**src/rtl/load_store_unit.sv**
```systemverilog
// MEM-stage load/store unit in front of a word-wide data memory without byte enables.
// Sub-word stores become a one-stall read-modify-write; loads are lane-selected and extended.
module load_store_unit #(
  parameter int unsigned ADDR_W  = 32,
  parameter int unsigned DMEM_AW = 11
) (
  input  logic              i_clk,
  input  logic              i_rst_n,
  input  logic              i_valid,
  input  logic              i_mem_rd,
  input  logic              i_mem_wr,
  input  logic [2:0]        i_funct3,
  input  logic [ADDR_W-1:0] i_addr,
  input  logic [31:0]       i_st_data,
  input  logic [31:0]       i_dmem_load_data,
  output logic              o_dmem_wren,
  output logic [ADDR_W-1:0] o_dmem_addr,
  output logic [31:0]       o_dmem_st_data,
  output logic              o_stall,
  output logic              o_ld_valid,
  output logic [31:0]       o_ld_data,
  output logic              o_fault
);

  typedef enum logic [0:0] {StIdle, StRmw} state_e;

  state_e            state_q, state_d;
  logic [ADDR_W-3:0] rmw_idx_q, rmw_idx_d;
  logic [1:0]        rmw_off_q, rmw_off_d;
  logic              rmw_half_q, rmw_half_d;
  logic [15:0]       rmw_data_q, rmw_data_d;
  logic              ld_pend_q, ld_pend_d;
  logic              ld_fault_q, ld_fault_d;
  logic [1:0]        ld_off_q, ld_off_d;
  logic [2:0]        ld_f3_q, ld_f3_d;

  logic              accept;
  logic              misaligned;
  logic              illegal;
  logic              fault;
  logic [ADDR_W-3:0] word_idx;
  logic [31:0]       merged;
  logic [7:0]        lane_b;
  logic [15:0]       lane_h;

  // The memory only decodes the low DMEM_AW index bits; the rest pass through unchanged.
  assign word_idx = {i_addr[ADDR_W-1:DMEM_AW+2], i_addr[DMEM_AW+1:2]};

  // Request decode; reset gates acceptance so nothing stalls or writes while held in reset.
  always_comb begin
    accept     = i_rst_n & i_valid & (i_mem_rd | i_mem_wr) & (state_q == StIdle);
    misaligned = ((i_funct3[1:0] == 2'b01) & i_addr[0]) |
                 ((i_funct3[1:0] == 2'b10) & (|i_addr[1:0]));
    if (i_mem_wr) begin
      illegal = (i_funct3 > 3'b010);
    end else begin
      illegal = (i_funct3 == 3'b011) | (i_funct3 == 3'b110) | (i_funct3 == 3'b111);
    end
    fault = (i_mem_rd & i_mem_wr) | illegal | misaligned;
  end

  // Old word from memory with the captured lane replaced.
  always_comb begin
    merged = i_dmem_load_data;
    if (rmw_half_q) begin
      if (rmw_off_q[1]) merged[31:16] = rmw_data_q;
      else              merged[15:0]  = rmw_data_q;
    end else begin
      merged[{rmw_off_q, 3'b000} +: 8] = rmw_data_q[7:0];
    end
  end

  always_comb begin
    state_d        = state_q;
    rmw_idx_d      = rmw_idx_q;
    rmw_off_d      = rmw_off_q;
    rmw_half_d     = rmw_half_q;
    rmw_data_d     = rmw_data_q;
    ld_pend_d      = 1'b0;
    ld_fault_d     = 1'b0;
    ld_off_d       = ld_off_q;
    ld_f3_d        = ld_f3_q;
    o_dmem_wren    = 1'b0;
    o_stall        = 1'b0;
    o_fault        = 1'b0;
    o_dmem_addr    = {2'b00, word_idx};
    o_dmem_st_data = i_st_data;

    unique case (state_q)
      StIdle: begin
        if (accept) begin
          o_fault = fault;
          if (!i_mem_wr) begin
            ld_pend_d  = 1'b1;
            ld_fault_d = fault;
            ld_off_d   = i_addr[1:0];
            ld_f3_d    = i_funct3;
          end else if (!fault) begin
            if (i_funct3[1]) begin
              o_dmem_wren = 1'b1;
            end else begin
              o_stall    = 1'b1;
              rmw_idx_d  = word_idx;
              rmw_off_d  = i_addr[1:0];
              rmw_half_d = i_funct3[0];
              rmw_data_d = i_st_data[15:0];
              state_d    = StRmw;
            end
          end
        end
      end
      StRmw: begin
        // Inputs still show the frozen store; only captured values matter here.
        o_dmem_addr    = {2'b00, rmw_idx_q};
        o_dmem_st_data = merged;
        o_dmem_wren    = 1'b1;
        state_d        = StIdle;
      end
      default: state_d = StIdle;
    endcase
  end

  // Load result formatting from the offset registered with the request.
  always_comb begin
    lane_b = i_dmem_load_data[{ld_off_q, 3'b000} +: 8];
    lane_h = ld_off_q[1] ? i_dmem_load_data[31:16] : i_dmem_load_data[15:0];
    o_ld_valid = ld_pend_q;
    o_ld_data  = 32'h0;
    if (ld_pend_q && !ld_fault_q) begin
      case (ld_f3_q)
        3'b000:  o_ld_data = {{24{lane_b[7]}}, lane_b};
        3'b100:  o_ld_data = {24'h0, lane_b};
        3'b001:  o_ld_data = {{16{lane_h[15]}}, lane_h};
        3'b101:  o_ld_data = {16'h0, lane_h};
        3'b010:  o_ld_data = i_dmem_load_data;
        default: o_ld_data = 32'h0;
      endcase
    end
  end

  always_ff @(posedge i_clk or negedge i_rst_n) begin
    if (!i_rst_n) begin
      state_q    <= StIdle;
      rmw_idx_q  <= '0;
      rmw_off_q  <= '0;
      rmw_half_q <= 1'b0;
      rmw_data_q <= '0;
      ld_pend_q  <= 1'b0;
      ld_fault_q <= 1'b0;
      ld_off_q   <= '0;
      ld_f3_q    <= '0;
    end else begin
      state_q    <= state_d;
      rmw_idx_q  <= rmw_idx_d;
      rmw_off_q  <= rmw_off_d;
      rmw_half_q <= rmw_half_d;
      rmw_data_q <= rmw_data_d;
      ld_pend_q  <= ld_pend_d;
      ld_fault_q <= ld_fault_d;
      ld_off_q   <= ld_off_d;
      ld_f3_q    <= ld_f3_d;
    end
  end

endmodule
```
**config.mk**
```make
export PLATFORM = sky130hd
export DESIGN_NAME = load_store_unit
export DESIGN_NICKNAME = d
export VERILOG_FILES = /design/src/rtl/load_store_unit.sv
export SDC_FILE = /design/constraint.sdc
export NUM_CORES = 1
export LEC_CHECK = 0
export ABC_AREA = 1
export CAP_MARGIN = 20
export CORE_MARGIN = 1
export CORE_UTILIZATION = 47
export CTS_BUF_LIST = sky130_fd_sc_hd__clkbuf_4 sky130_fd_sc_hd__clkbuf_8
export CTS_CLUSTER_DIAMETER = 50
export DETAILED_ROUTE_END_ITERATION = 8
export GPL_ROUTABILITY_DRIVEN = 0
export PLACE_DENSITY_LB_ADDON = 0.05
export SLEW_MARGIN = 20
export SYNTH_ARGS = -nofsm -noshare
export SYNTH_HDL_FRONTEND = slang
export SYNTH_SLANG_ARGS = --single-unit
```
**constraint.sdc**
```tcl
create_clock -name i_clk -period 3.1 [get_ports i_clk]
set_input_delay 0.93 -clock i_clk [delete_from_list [all_inputs] [get_ports i_clk]]
set_output_delay 0.93 -clock i_clk [all_outputs]
set_load 0.01 [all_outputs]
```
# After elaboration in Yosys (flattened, before gate mapping)

Cells that the tools add are included.

Bits of input ports: 104
Memories: 0
Bits in latches: 0
Memory bits (read-only): 0
Bits in registers: 57
Output and inout port bits: 100
RAM bits: 0

Shift operators: 3
Divide/modulo/power cells: 0
Multiply operators: 0
Reductions and logical operators: 6
Equality and inequality tests: 9
$add $sub $neg: 1
Magnitude comparators: 1
Muxes and demuxes: 29
Bitwise gates (word level): 16

Operator list:

| operator                                                                         | count |
|---|---|
| 32-bit case mux with 5 select lines                                              | 1 |
| 32-bit two-way mux                                                               | 3 |
| 16-bit two-way mux                                                               | 3 |
| 32-bit bitwise mux                                                               | 1 |
| 8-bit by 7-bit variable shift with 32-bit output (first input constant)          | 1 |
| 32-bit by 6-bit variable part select with 8-bit output                           | 1 |
| 8-bit by 7-bit variable part select with 32-bit output                           | 1 |
| 30-bit two-way mux                                                               | 1 |
| 1-bit two-way mux                                                                | 18 |
| 3-bit == test (second input constant)                                            | 4 |
| 5-bit negation with 7-bit output                                                 | 1 |
| 1-bit bitwise AND                                                                | 6 |
| 3-bit by 2-bit == test with 1-bit output (second input constant)                 | 2 |
| 1-bit OR                                                                         | 6 |
| 5-bit AND reduction                                                              | 1 |
| 1-bit inverter                                                                   | 4 |
| 1-bit case mux with 2 select lines                                               | 2 |
| 3-bit by 1-bit == test with 1-bit output (second input constant)                 | 1 |
| 3-bit by 2-bit greater-than comparator with 1-bit output (second input constant) | 1 |
| 3-bit zero test                                                                  | 1 |
| 3-bit AND reduction                                                              | 1 |
| 2-bit by 1-bit == test with 1-bit output (second input constant)                 | 1 |
| 2-bit == test (second input constant)                                            | 1 |
| 2-bit OR reduction                                                               | 1 |
| 2 further kinds                                                                  | 2 |

# Longest topological paths before layout

Gate-level depths: netlist of the first run.

Word-level depth: 10
Mapped depth: 11
Gate-level depth less buffers: 8

# Worst setup path after synthesis of the first run

OpenSTA, ideal clock, no wires.

Kind: flip-flop to output port
Start point: reg rmw_off_q[1]
End point: out o_dmem_st_data[1]
Stages on the path, launching flop included: 10
Data required time: 2.170 ns
Slack: 0.310 ns
Arrival: 1.860 ns
Buffers on the path: 2
Cells stage by stage: dfrtp_1 > buf_2 > inv_1 > buf_2 > ha_1 > nor2_1 > nand3_1 > nand2_1 > nand2_1 > a21oi_1

Cells in the longest elaborated chain, start to end: 5
Elaborated cells on any way between the ends: 7
Classes of those cells: 1 x add/sub; 2 x shift; 4 x mux

Ends and longest elaborated chain:

| what                                                                                                                       | RTL line | RTL |
|---|---|---|
| start, declared                                                                                                            | 29       | `logic [1:0] rmw_off_q, rmw_off_d;` |
| start signal, assigned                                                                                                     | 155      | `rmw_off_q <= rmw_off_d;` |
| 5-bit negation with 7-bit output                                                                                           | 69       | `merged[{rmw_off_q, 3'b000} +: 8] = rmw_data_q[7:0];` |
| 8-bit by 7-bit variable part select with 32-bit output or 8-bit by 7-bit variable shift with 32-bit output (tied branches) | 69       |  |
| 32-bit bitwise mux                                                                                                         | 69       |  |
| 32-bit two-way mux *                                                                                                       | 65       | `if (rmw_half_q) begin` |
| 32-bit two-way mux *                                                                                                       | 89       | `unique case (state_q)` |
| end, declared                                                                                                              | 18       | `output logic [31:0] o_dmem_st_data,` |

Mark *: on every way between the ends. The rest lies on a longest branch, timed or not.

# Worst setup path in the final report of the first run

Start point: in i_dmem_load_data[31]
End point: out o_ld_data[13]

Cells in the longest elaborated chain, start to end: 3

Ends and longest elaborated chain:

| what                                                   | RTL line | RTL |
|---|---|---|
| start, declared                                        | 15       | `input logic [31:0] i_dmem_load_data,` |
| 32-bit by 6-bit variable part select with 8-bit output | 125      | `lane_b = i_dmem_load_data[{ld_off_q, 3'b000} +: 8];` |
| 32-bit case mux with 5 select lines                    | 130      | `case (ld_f3_q)` |
| 32-bit two-way mux                                     | 129      | `if (ld_pend_q && !ld_fault_q) begin` |
| end, declared                                          | 21       | `output logic [31:0] o_ld_data,` |

No other way between the ends.

==> results of run 1 <==
[repair_timing]
action,CTS,global route
gates cloned,2,0
pin swaps,11,3
buffers inserted,10,6
resized for setup,185,69
endpoints found under the setup margin,67,54
[state kept, by name, indices dropped and copies added, names as in the netlist]
name / flops
ld_f3_q: 3
ld_fault_q: 1
ld_off_q: 2
o_ld_valid: 1
rmw_data_q: 16
rmw_half_q: 1
rmw_idx_q: 30
rmw_off_q: 2
state_q: 1
[Yosys cell counts (all sizes together)]
master / n
nand2: 501
a21oi: 90
nor2: 82
inv: 75
dfrtp: 57
nand4: 49
nand3: 46
buf: 37
clkbuf: 27
o21ai: 13
ha: 5
clkinv: 2
conb: 1
nor3: 1
[stage by stage]
stage	utilization [%]	total power, mW	std cells	TNS (ns)
floorplan	-	1.964	987	0
global placement	69.36	2.613	1337	-27.70
detailed placement	69.36	2.638	1337	-28.11
CTS	72.36	3.391	1364	-0.5841
global route	72.16	3.703	1371	-0.04889
finish	72.16	3.457	1371	0
[final cells by class]
type | instances | share of cell area [%]
Tap cell | 143 | 2.172
Inverter | 77 | 3.645
Multi-Input combinational cell | 789 | 43.34
Antenna cell | 1 | 0.03037
Sequential cell | 57 | 17.34
Timing Repair Buffer | 289 | 31.24
Clock inverter | 4 | 0.5467
Clock buffer | 11 | 1.686
[metal layers]
metal / global-route usage [%] / share of wire, % / vias to the layer above
li1: - / - / 3561
met1: 41.64 / 41 / 3189
met2: 54.04 / 46 / 347
met3: 5.291 / 8.4 / 61
met4: 18.14 / 4.8 / 0
met5: 0 / 0 / -
[power by group through the flow]
stage	registers (mW)	logic, mW	clock network, mW
after CTS	1.06	1.65	0.674
after global placement	1.06	1.55	0
after detailed placement	1.07	1.57	0
final	1.08	1.72	0.661
after global routing	1.09	1.90	0.707
after floorplan	1.01	0.954	0
[kinds of logic (layout without fill, tap and decap cells)]
group / Yosys count / count (layout) / synth area share [%]
other: 1 / 3 / 0.06802
adders and majority gates: 5 / 5 / 1.135
buffers and inverters: 141 / 381 / 11.58
and+or+nand+nor: 679 / 679 / 51.72
DFF: 57 / 57 / 25.87
AOI/OAI and AO/OA: 103 / 103 / 9.623
[worst reg2reg max path, stage by stage, from the launching register on]
cell and delay, ns:
dfrtp_2 0.43, inv_4 0.32, nand3_4 0.17, nor2_8 0.15, buf_4 0.36, nand4_1 0.18
nand2_1 0.11
[cell usage in the layout (no fill, tap or decap), drive strengths merged, types with 9 or more instances in the layout]
cell type and n:
o21ai 13, clkdlybuf4s50 100, nand4 49, clkdlybuf4s15 17, buf 104, nand3 46, nand2 501, a21oi 90
inv 75, nor2 82, dlygate4sd2 42, dlymetal6s2s 9, dfrtp 57, clkbuf 28
[worst max-delay path by stage]
stage | start | endpoint | slack, ns | cells after the start
4_1_cts | rmw_off_q[1] | o_dmem_st_data[3] | -0.21 | 10
6_report | i_dmem_load_data[31] | o_ld_data[13] | 0.06 | 9
5_1_grt | rmw_off_q[1] | o_dmem_st_data[24] | -0.04 | 12
2_1_floorplan | rmw_off_q[1] | o_dmem_st_data[1] | 0.31 | 9
3_3_place_gp | i_dmem_load_data[31] | o_ld_data[20] | -0.59 | 9
3_5_place_dp | i_dmem_load_data[31] | o_ld_data[18] | -0.63 | 9
==> impl_metrics.py, run 1 <==
metrics = {
    "final_layout": {
        "fill_cells": 1035,
        "fin_nets": 1332,
        "regArea_um2": 1429,
        "drive_gt1_share_pct": 17.03,
        "multi_input_area_um2": 3571,
        "syn_to_final_growth_pct": 49.46,
        "final_area_um2": 8239,
    },
    "floorplanning": {
        "die_w_um": 110.3,
        "fp.coreArea_um2": 11420,
        "die_area_um2": 12170,
        "num_rows": 39,
        "num_io_pins": 204,
        "floorplan.initialDensity_pct": 48.28,
        "dieHeight_um": 110.3,
    },
    "logic_synthesis": {
        "yosys_warnings": 0,
        "syn_inst": 986,
        "synth_top_area_share_pct": 33.98,
        "synth_top_cell_by_area": "nand2_1",
        "syn-mean-instance-area_um2": 5.591,
        "ys_seq_area_share_pct": 25.87,
        "ys_types": 28,
        "ys_ff_latch": 57,
        "synth_area_um2": 5513,
        "ys_top_cells_by_area": "nand2_1, dfrtp_1, a21oi_1, nand4_1, inv_1",
    },
    "clock_tree": {
        "cts_hold_buf": 0,
        "clkTransAtPathRegs_ns": 0.06,
        "numCtsBuffers": 9,
        "clkLatencyLatePin_ns": 0.34,
        "cts_tree": "done",
        "cts-root-buf": "clkbuf_8",
        "htreeDepth": 3,
        "clock_path_buffers": 2,
        "cts.sinks": 57,
    },
    "global_route": {
        "antenna_found_initial": 1,
        "grt_pass1_wl_mm": 31.19,
        "grt_remaining_overflow": 0,
        "gr-usage-all-layers_pct": 33.07,
        "grt_max_degree": 58,
        "grt_pass1_vias": 6351,
    },
    "worst_setup_path": {
        "worst_setup_path_start_kind": "input port",
        "endpoint_kind": "output pin",
        "worstSetupPathType": "input port to output pin",
        "crit_chain": "clkdlybuf4s15_2 -> inv_1 -> nand2_2 -> nand3_2 -> nand2_2 -> nand2_4 -> buf_12 -> a21oi_1 -> buf_2",
        "path_delay_family": "buffers and inverters",
        "worst_path_max_delay_cell": "clkdlybuf4s15_2",
        "crit_buf_inv": 4,
        "crit_top_cell": "nand2_2",
        "crit_arrival_ns": 2.11,
        "r2r_cells": 6,
        "r2r_start": "state_q",
        "rrSetupSlack_ns": 1.34,
        "reg2reg_to": "rmw_idx_q[29]",
        "max_stage_delay_ns": 0.22,
        "crit_required_ns": 2.17,
        "crit_fanout": 12,
    },
    "timing": {
        "fin_ws_ns": 0.06185,
        "final-hold-violation-count": 0,
        "drv_slew": 0,
        "relSlewSlack_pct": 46.01,
        "tightest_slew_ns": 0.8090,
        "setup_viol": 0,
        "whs_ns": 0.4732,
        "period_share_pct": 98.00,
        "skew_ns": 0.009377,
        "period_minus_slack_ns": 3.038,
        "max_freq_ghz": 0.3291,
    },
    "detailed_routing": {
        "vias_per_cell": 5.221,
        "routed_wl_mm": 20.27,
        "drcViolationCount": 0,
        "drt_first_pass_iters": 5,
        "drt.antenna.violating_nets": 0,
        "post_drt_wl_per_cell_um": 14.78,
        "drt_iter0_markers": 584,
        "vias": 7158,
    },
    "power_and_ir_drop": {
        "power_density_nw_per_um2": 419.6,
        "seq_power_share_pct": 31.1,
        "cellLeakagePower_nw": 4.710,
        "combPwrFrac_pct": 49.8,
        "power_frac_clock_pct": 19.1,
        "switching_share_pct": 41.91,
        "ir_drop_v": 0.0003349,
        "p_sw_mw": 1.449,
        "p_int_mw": 2.008,
    },
    "hold_path": {
        "hp-start": "rmw_idx_q[6]",
        "whs_path_depth": 2,
        "hold_class": "flip-flop to flip-flop",
        "worstHoldEndpoint": "rmw_idx_q[6]",
    },
    "status": {
        "outcome": "finished clean",
    },
    "flow_run": {
        "cap_violations": 0,
    },
    "place": {
        "dpl.hpwl_mm": 14.07,
        "dpl_cell_area_um2": 7920,
        "port_buffers": 201,
        "dp_slack_ns": -0.6267,
    },
}
Power figures use the tool's default switching activity.
==> run 2: changes to the inputs <==
CORE_UTILIZATION = 45   (was 47)
==> run 2 against run 1 <==
  * Global-route usage shrank 1.3 points
  * Via count fell by 2.1%
  * Fmax about the same
  * Cell area is 1.3% lower
  * Final cell count shrank 0.51%
  * Core utilization decreased by 4.2 points
  * Sequential power is essentially flat
  * Flip-flop and latch count unchanged
  * Combinational power shrank 4%
  * Die area increased by 4.4%
  * Largest power group unchanged
==> impl_metrics.py, run 2 (synthesized netlist as in run 1, its figures left out) <==
metrics = {
    "status": {
        "outcome": "finished clean",
    },
    "power_and_ir_drop": {
        "cellLeakagePower_nw": 4.614,
        "ir_drop_v": 0.0002871,
        "power_density_nw_per_um2": 417.2,
    },
    "detailed_routing": {
        "routed_wl_mm": 19.92,
        "drt.antenna.violating_nets": 0,
        "drt_iter0_markers": 472,
        "vias": 7011,
        "post_drt_wl_per_cell_um": 14.60,
        "drt_first_pass_iters": 5,
        "vias_per_cell": 5.140,
        "drcViolationCount": 0,
    },
    "floorplanning": {
        "floorplan.initialDensity_pct": 46.09,
        "dieHeight_um": 112.7,
        "num_rows": 40,
        "die_area_um2": 12700,
        "die_w_um": 112.7,
        "num_io_pins": 204,
        "fp.coreArea_um2": 11960,
    },
    "clock_tree": {
        "cts-root-buf": "clkbuf_8",
        "cts_tree": "done",
        "numCtsBuffers": 9,
        "clock_path_buffers": 2,
        "cts.sinks": 57,
        "clkLatencyLatePin_ns": 0.34,
        "htreeDepth": 3,
        "clkTransAtPathRegs_ns": 0.06,
    },
    "global_route": {
        "grt_pass1_wl_mm": 32.04,
        "antenna_found_initial": 0,
        "grt_max_degree": 58,
        "grt_pass1_vias": 6410,
        "grt_remaining_overflow": 0,
        "gr-usage-all-layers_pct": 31.74,
    },
    "timing": {
        "whs_ns": 0.4687,
        "tightest_slew_ns": 0.8384,
        "final-hold-violation-count": 0,
        "period_minus_slack_ns": 3.037,
        "relSlewSlack_pct": 44.04,
        "drv_slew": 0,
        "max_freq_ghz": 0.3293,
        "period_share_pct": 97.96,
        "skew_ns": 0.007779,
        "setup_viol": 0,
    },
    "worst_setup_path": {
        "startpoint": "i_addr[29]",
        "worst_path_max_delay_cell": "clkdlybuf4s50_1",
        "r2r_start": "state_q",
        "crit_required_ns": 2.17,
        "worstSetupPathType": "input port to output pin",
        "worst_setup_path_start_kind": "input port",
        "r2r_cells": 7,
        "reg2reg_to": "rmw_data_q[3]",
        "crit_chain": "clkdlybuf4s50_1 -> nand2_1 -> nand2_1 -> clkdlybuf4s50_1",
        "crit_arrival_ns": 2.11,
        "endpoint_kind": "output pin",
        "max_stage_delay_ns": 0.54,
        "rrSetupSlack_ns": 1.35,
        "crit_fanout": 2,
    },
    "final_layout": {
        "largest_reg_flops": 30,
        "layout_commonest_cell": "nand2_1",
        "fin_nets": 1321,
        "syn_to_final_growth_pct": 47.48,
        "final_util_pct": 67.97,
        "regMostFlops": "rmw_idx_q",
        "top_regs": "rmw_idx_q: 30 flops, rmw_data_q: 16 flops, ld_f3_q: 3 flops",
        "drive_gt1_share_pct": 16.68,
        "mostFrequentLayoutCells": "nand2_1, clkdlybuf4s50_1, a21oi_1",
        "final_area_um2": 8130,
        "fill_cells": 1230,
        "antenna_cells": 0,
    },
    "hold_path": {
        "hp-start": "rmw_idx_q[20]",
        "whs_path_depth": 2,
        "worstHoldEndpoint": "rmw_idx_q[20]",
        "hold_class": "flip-flop to flip-flop",
    },
    "place": {
        "port_buffers": 201,
        "dpl.hpwl_mm": 14.30,
        "dpl_cell_area_um2": 7903,
    },
    "flow_run": {
        "cap_violations": 0,
    },
}
## run 2: where the power goes
part	switching (mW)	internal, mW
sequential	0.164	0.903
combinational	0.972	0.680
clock	0.289	0.384
total	1.43	1.97
## run 2: cell type report
type                       count  area [um^2]  area share, %
multi-input combinational    789         3582          44.06
timing repair buffer         278         2449          30.12
sequential                    57         1428          17.56
inverter                      77        291.5          3.586
clock buffer                  14        186.4          2.293
tap                          147        183.9          2.262
clock inverter                 2        10.01         0.1231
## run 2: layer usage
layer	global-route usage (%)	up-vias	wire, um
met4	16.18	0	809
li1	-	3543	-
met5	0	-	0
met2	50.74	314	9206
met3	5.022	47	1553
met1	41.52	3107	8352
## run 2: worst max path at each step
stage	endpoint	slack [ns]	cells after the start
2_1_floorplan	o_dmem_st_data[1]	0.31	9
3_3_place_gp	o_ld_data[20]	-0.55	9
3_5_place_dp	o_ld_data[22]	-0.61	9
4_1_cts	o_dmem_st_data[17]	-0.05	9
5_1_grt	o_ld_data[9]	-0.001	9
6_report	o_dmem_addr[27]	0.06	4
## run 2: timing repair
| action | 4_1_cts | 5_1_grt |
|---|---|---|
| setup endpoints to repair | 97 | 58 |
| cloned | 2 | 0 |
| resized for setup | 206 | 54 |
| buffers inserted | 6 | 2 |
| hold buffers | 0 | 0 |
| pin swaps | 6 | 4 |
## run 2: critical path, delay by kind of cell
family	cells	cell delay, ns
buffers and inverters	2	1.03
and+or+nand+nor	2	0.14
## run 2: through the flow
step                      std cells  setup WS, ns  power [mW]    TNS, ns
after detailed placement       1338       -0.6090       2.628     -27.12
after global routing           1364     -0.001315       3.634  -0.001315
final                          1364       0.06315       3.392          0
after floorplan                 987        0.3104       1.964          0
after global placement         1338       -0.5533       2.608     -26.36
after CTS                      1362      -0.05054       3.375   -0.05054
==> run 3: changes to the inputs <==
MAX_ROUTING_LAYER = met4   (was default)
SKIP_LAST_GASP = 1   (was default)
clock period = 3.7 ns   (was 3.1 ns; I/O delays follow)
==> run 3 against run 2 <==
  * Flip-flop and latch count did not move
  * Worst hold slack better by 0.0029 ns
  * Combinational power shrank 23%
  * Cell area fell by 3.0%
  * Worst setup slack gained 0.045 ns
  * Global-route usage decreased by 0.17 points
  * Sequential share of layout area rose by 0.54 points
  * Sequential power decreased by 16%
  * Via count is 1.6% lower
  * Clock-buffer cell count down 5
  * Non-clock buffer count decreased by 24
  * Critical path type unchanged
  * Critical endpoint is now o_ld_data[30]
==> impl_metrics.py, run 3 (synthesized netlist as in run 1, its figures left out) <==
metrics = {
    "status": {
        "outcome": "finished clean",
    },
    "worst_setup_path": {
        "r2r_start": "state_q",
        "worst_path_max_delay_cell": "clkdlybuf4s50_1",
        "endpoint_kind": "output pin",
        "crit_top_cell": "nand2_1",
        "r2r_cells": 7,
        "worst_setup_path_start_kind": "input port",
        "path_delay_family": "buffers and inverters",
        "crit_arrival_ns": 2.48,
        "crit_required_ns": 2.59,
        "reg2reg_to": "rmw_data_q[0]",
        "crit_chain": "clkdlybuf4s50_1 -> nand2_1 -> nand2_1 -> nand2_1 -> nand2_2 -> nand2_2 -> buf_12 -> a21oi_2 -> clkdlybuf4s15_2",
        "max_stage_delay_ns": 0.49,
        "rrSetupSlack_ns": 1.89,
        "worstSetupPathType": "input port to output pin",
        "crit_fanout": 24,
        "crit_buf_inv": 3,
    },
    "detailed_routing": {
        "drt-met1-wl_mm": 8.303,
        "routed_wl_mm": 19.48,
        "vias": 6901,
        "post_drt_wl_per_cell_um": 14.54,
        "drt_iter0_markers": 518,
        "wl_met3_mm": 1.379,
        "wl_met2_mm": 9.102,
        "vias_per_cell": 5.150,
        "drcViolationCount": 0,
        "drt.antenna.violating_nets": 0,
        "dr.max_layer_used": "met4",
        "drt_first_pass_iters": 5,
    },
    "floorplanning": {
        "num_io_pins": 204,
        "fp.coreArea_um2": 11960,
        "floorplan.initialDensity_pct": 46.09,
        "die_w_um": 112.7,
        "die_area_um2": 12700,
        "dieHeight_um": 112.7,
        "num_rows": 40,
    },
    "clock_tree": {
        "clkTransAtPathRegs_ns": 0.06,
        "cts_hold_buf": 0,
        "clkLatencyLatePin_ns": 0.33,
        "htreeDepth": 3,
        "numCtsBuffers": 9,
        "cts.sinks": 57,
        "cts-root-buf": "clkbuf_8",
        "cts_setup_buffers": 0,
        "clock_path_buffers": 2,
        "cts_tree": "done",
    },
    "timing": {
        "period_share_pct": 97.07,
        "whs_ns": 0.4717,
        "tightest_slew_ns": 0.7784,
        "relSlewSlack_pct": 48.05,
        "fin_ws_ns": 0.1083,
        "period_minus_slack_ns": 3.592,
        "final-hold-violation-count": 0,
        "setup_viol": 0,
        "rsz0062_at_grt": "true",
        "drv_slew": 0,
        "max_freq_ghz": 0.2784,
        "skew_ns": 0.004806,
    },
    "place": {
        "dpl.hpwl_mm": 14.15,
        "dpl_cell_area_um2": 7785,
        "dp_slack_ns": -0.3586,
        "port_buffers": 201,
    },
    "flow_run": {
        "cap_violations": 0,
    },
    "hold_path": {
        "worstHoldEndpoint": "rmw_idx_q[21]",
        "whs_path_depth": 2,
        "hp-start": "rmw_idx_q[21]",
        "hold_class": "flip-flop to flip-flop",
    },
    "final_layout": {
        "fill_cells": 1189,
        "antenna_cells": 0,
        "syn_to_final_growth_pct": 43.08,
        "top_regs": "rmw_idx_q: 30 flops, rmw_data_q: 16 flops, ld_f3_q: 3 flops",
        "drive_gt1_share_pct": 11.65,
        "regMostFlops": "rmw_idx_q",
        "final_area_um2": 7888,
        "mostFrequentLayoutCells": "nand2_1, clkdlybuf4s50_1, a21oi_1",
        "fin_nets": 1297,
        "layout_commonest_cell": "nand2_1",
        "largest_reg_flops": 30,
    },
    "power_and_ir_drop": {
        "cellLeakagePower_nw": 4.462,
        "ir_drop_v": 0.0002460,
        "total_power_mw": 2.744,
        "power_density_nw_per_um2": 347.9,
    },
    "global_route": {
        "gr-usage-all-layers_pct": 31.57,
        "grt_pass1_wl_mm": 31.11,
        "grt_max_degree": 58,
        "grt_remaining_overflow": 0,
        "grt_pass1_vias": 6198,
        "antenna_found_initial": 0,
    },
}
-- run 3: where the power goes --
group	leakage, nW	switching [mW]	total (mW)	internal [mW]
sequential	0.727	0.143	0.899	0.756
clock	0.0912	0.265	0.574	0.309
combinational	3.64	0.774	1.27	0.497
-- run 3: worst reg2reg max path, delay by kind of cell (launching register included) --
family                 cells  cell delay, ns
buffers and inverters      2            0.66
DFF                        1            0.42
and+or+nand+nor            5            0.62
-- run 3: worst max-delay path by stage --
stage / endpoint / startpoint / depth (start not counted) / slack, ns
2_1_floorplan: o_dmem_wren / i_mem_wr / 6 / 0.67
3_3_place_gp: o_ld_data[17] / i_dmem_load_data[31] / 9 / -0.32
3_5_place_dp: o_ld_data[15] / i_dmem_load_data[31] / 9 / -0.36
4_1_cts: o_ld_data[15] / i_dmem_load_data[31] / 9 / -0.06
5_1_grt: o_dmem_st_data[27] / rmw_off_q[1] / 9 / -0.01
6_report: o_ld_data[30] / i_dmem_load_data[23] / 9 / 0.11
-- run 3: timing repair --
item,CTS,global route
gates resized for setup,141,16
endpoints found under the setup margin,65,28
pin swaps,1,1
cloned,0,0
-- run 3: metal layers --
layer  up-vias  GRT usage [%]
met5         -              -
met4         0          14.31
met3        47          3.510
met2       307          50.45
met1      3057          40.20
li1       3490              -
-- run 3: area by class of cell --
| type | count | area [um^2] | area share [%] |
|---|---|---|---|
| Multi-Input combinational cell | 789 | 3510 | 44.50 |
| Clock buffer | 9 | 123.9 | 1.570 |
| Tap cell | 147 | 183.9 | 2.332 |
| Clock inverter | 7 | 71.32 | 0.9042 |
| Timing Repair Buffer | 254 | 2280 | 28.90 |
| Sequential cell | 57 | 1428 | 18.10 |
| Inverter | 77 | 291.5 | 3.696 |
-- run 3: metrics by stage --
stage,TNS [ns],utilization (%),std cells
after detailed placement,-11.42,65.08,1324
after CTS,-0.06491,65.69,1340
after global routing,-0.01180,65.94,1340
after global placement,-11.25,65.08,1324
final,0,65.94,1340
after floorplan,0,-,987
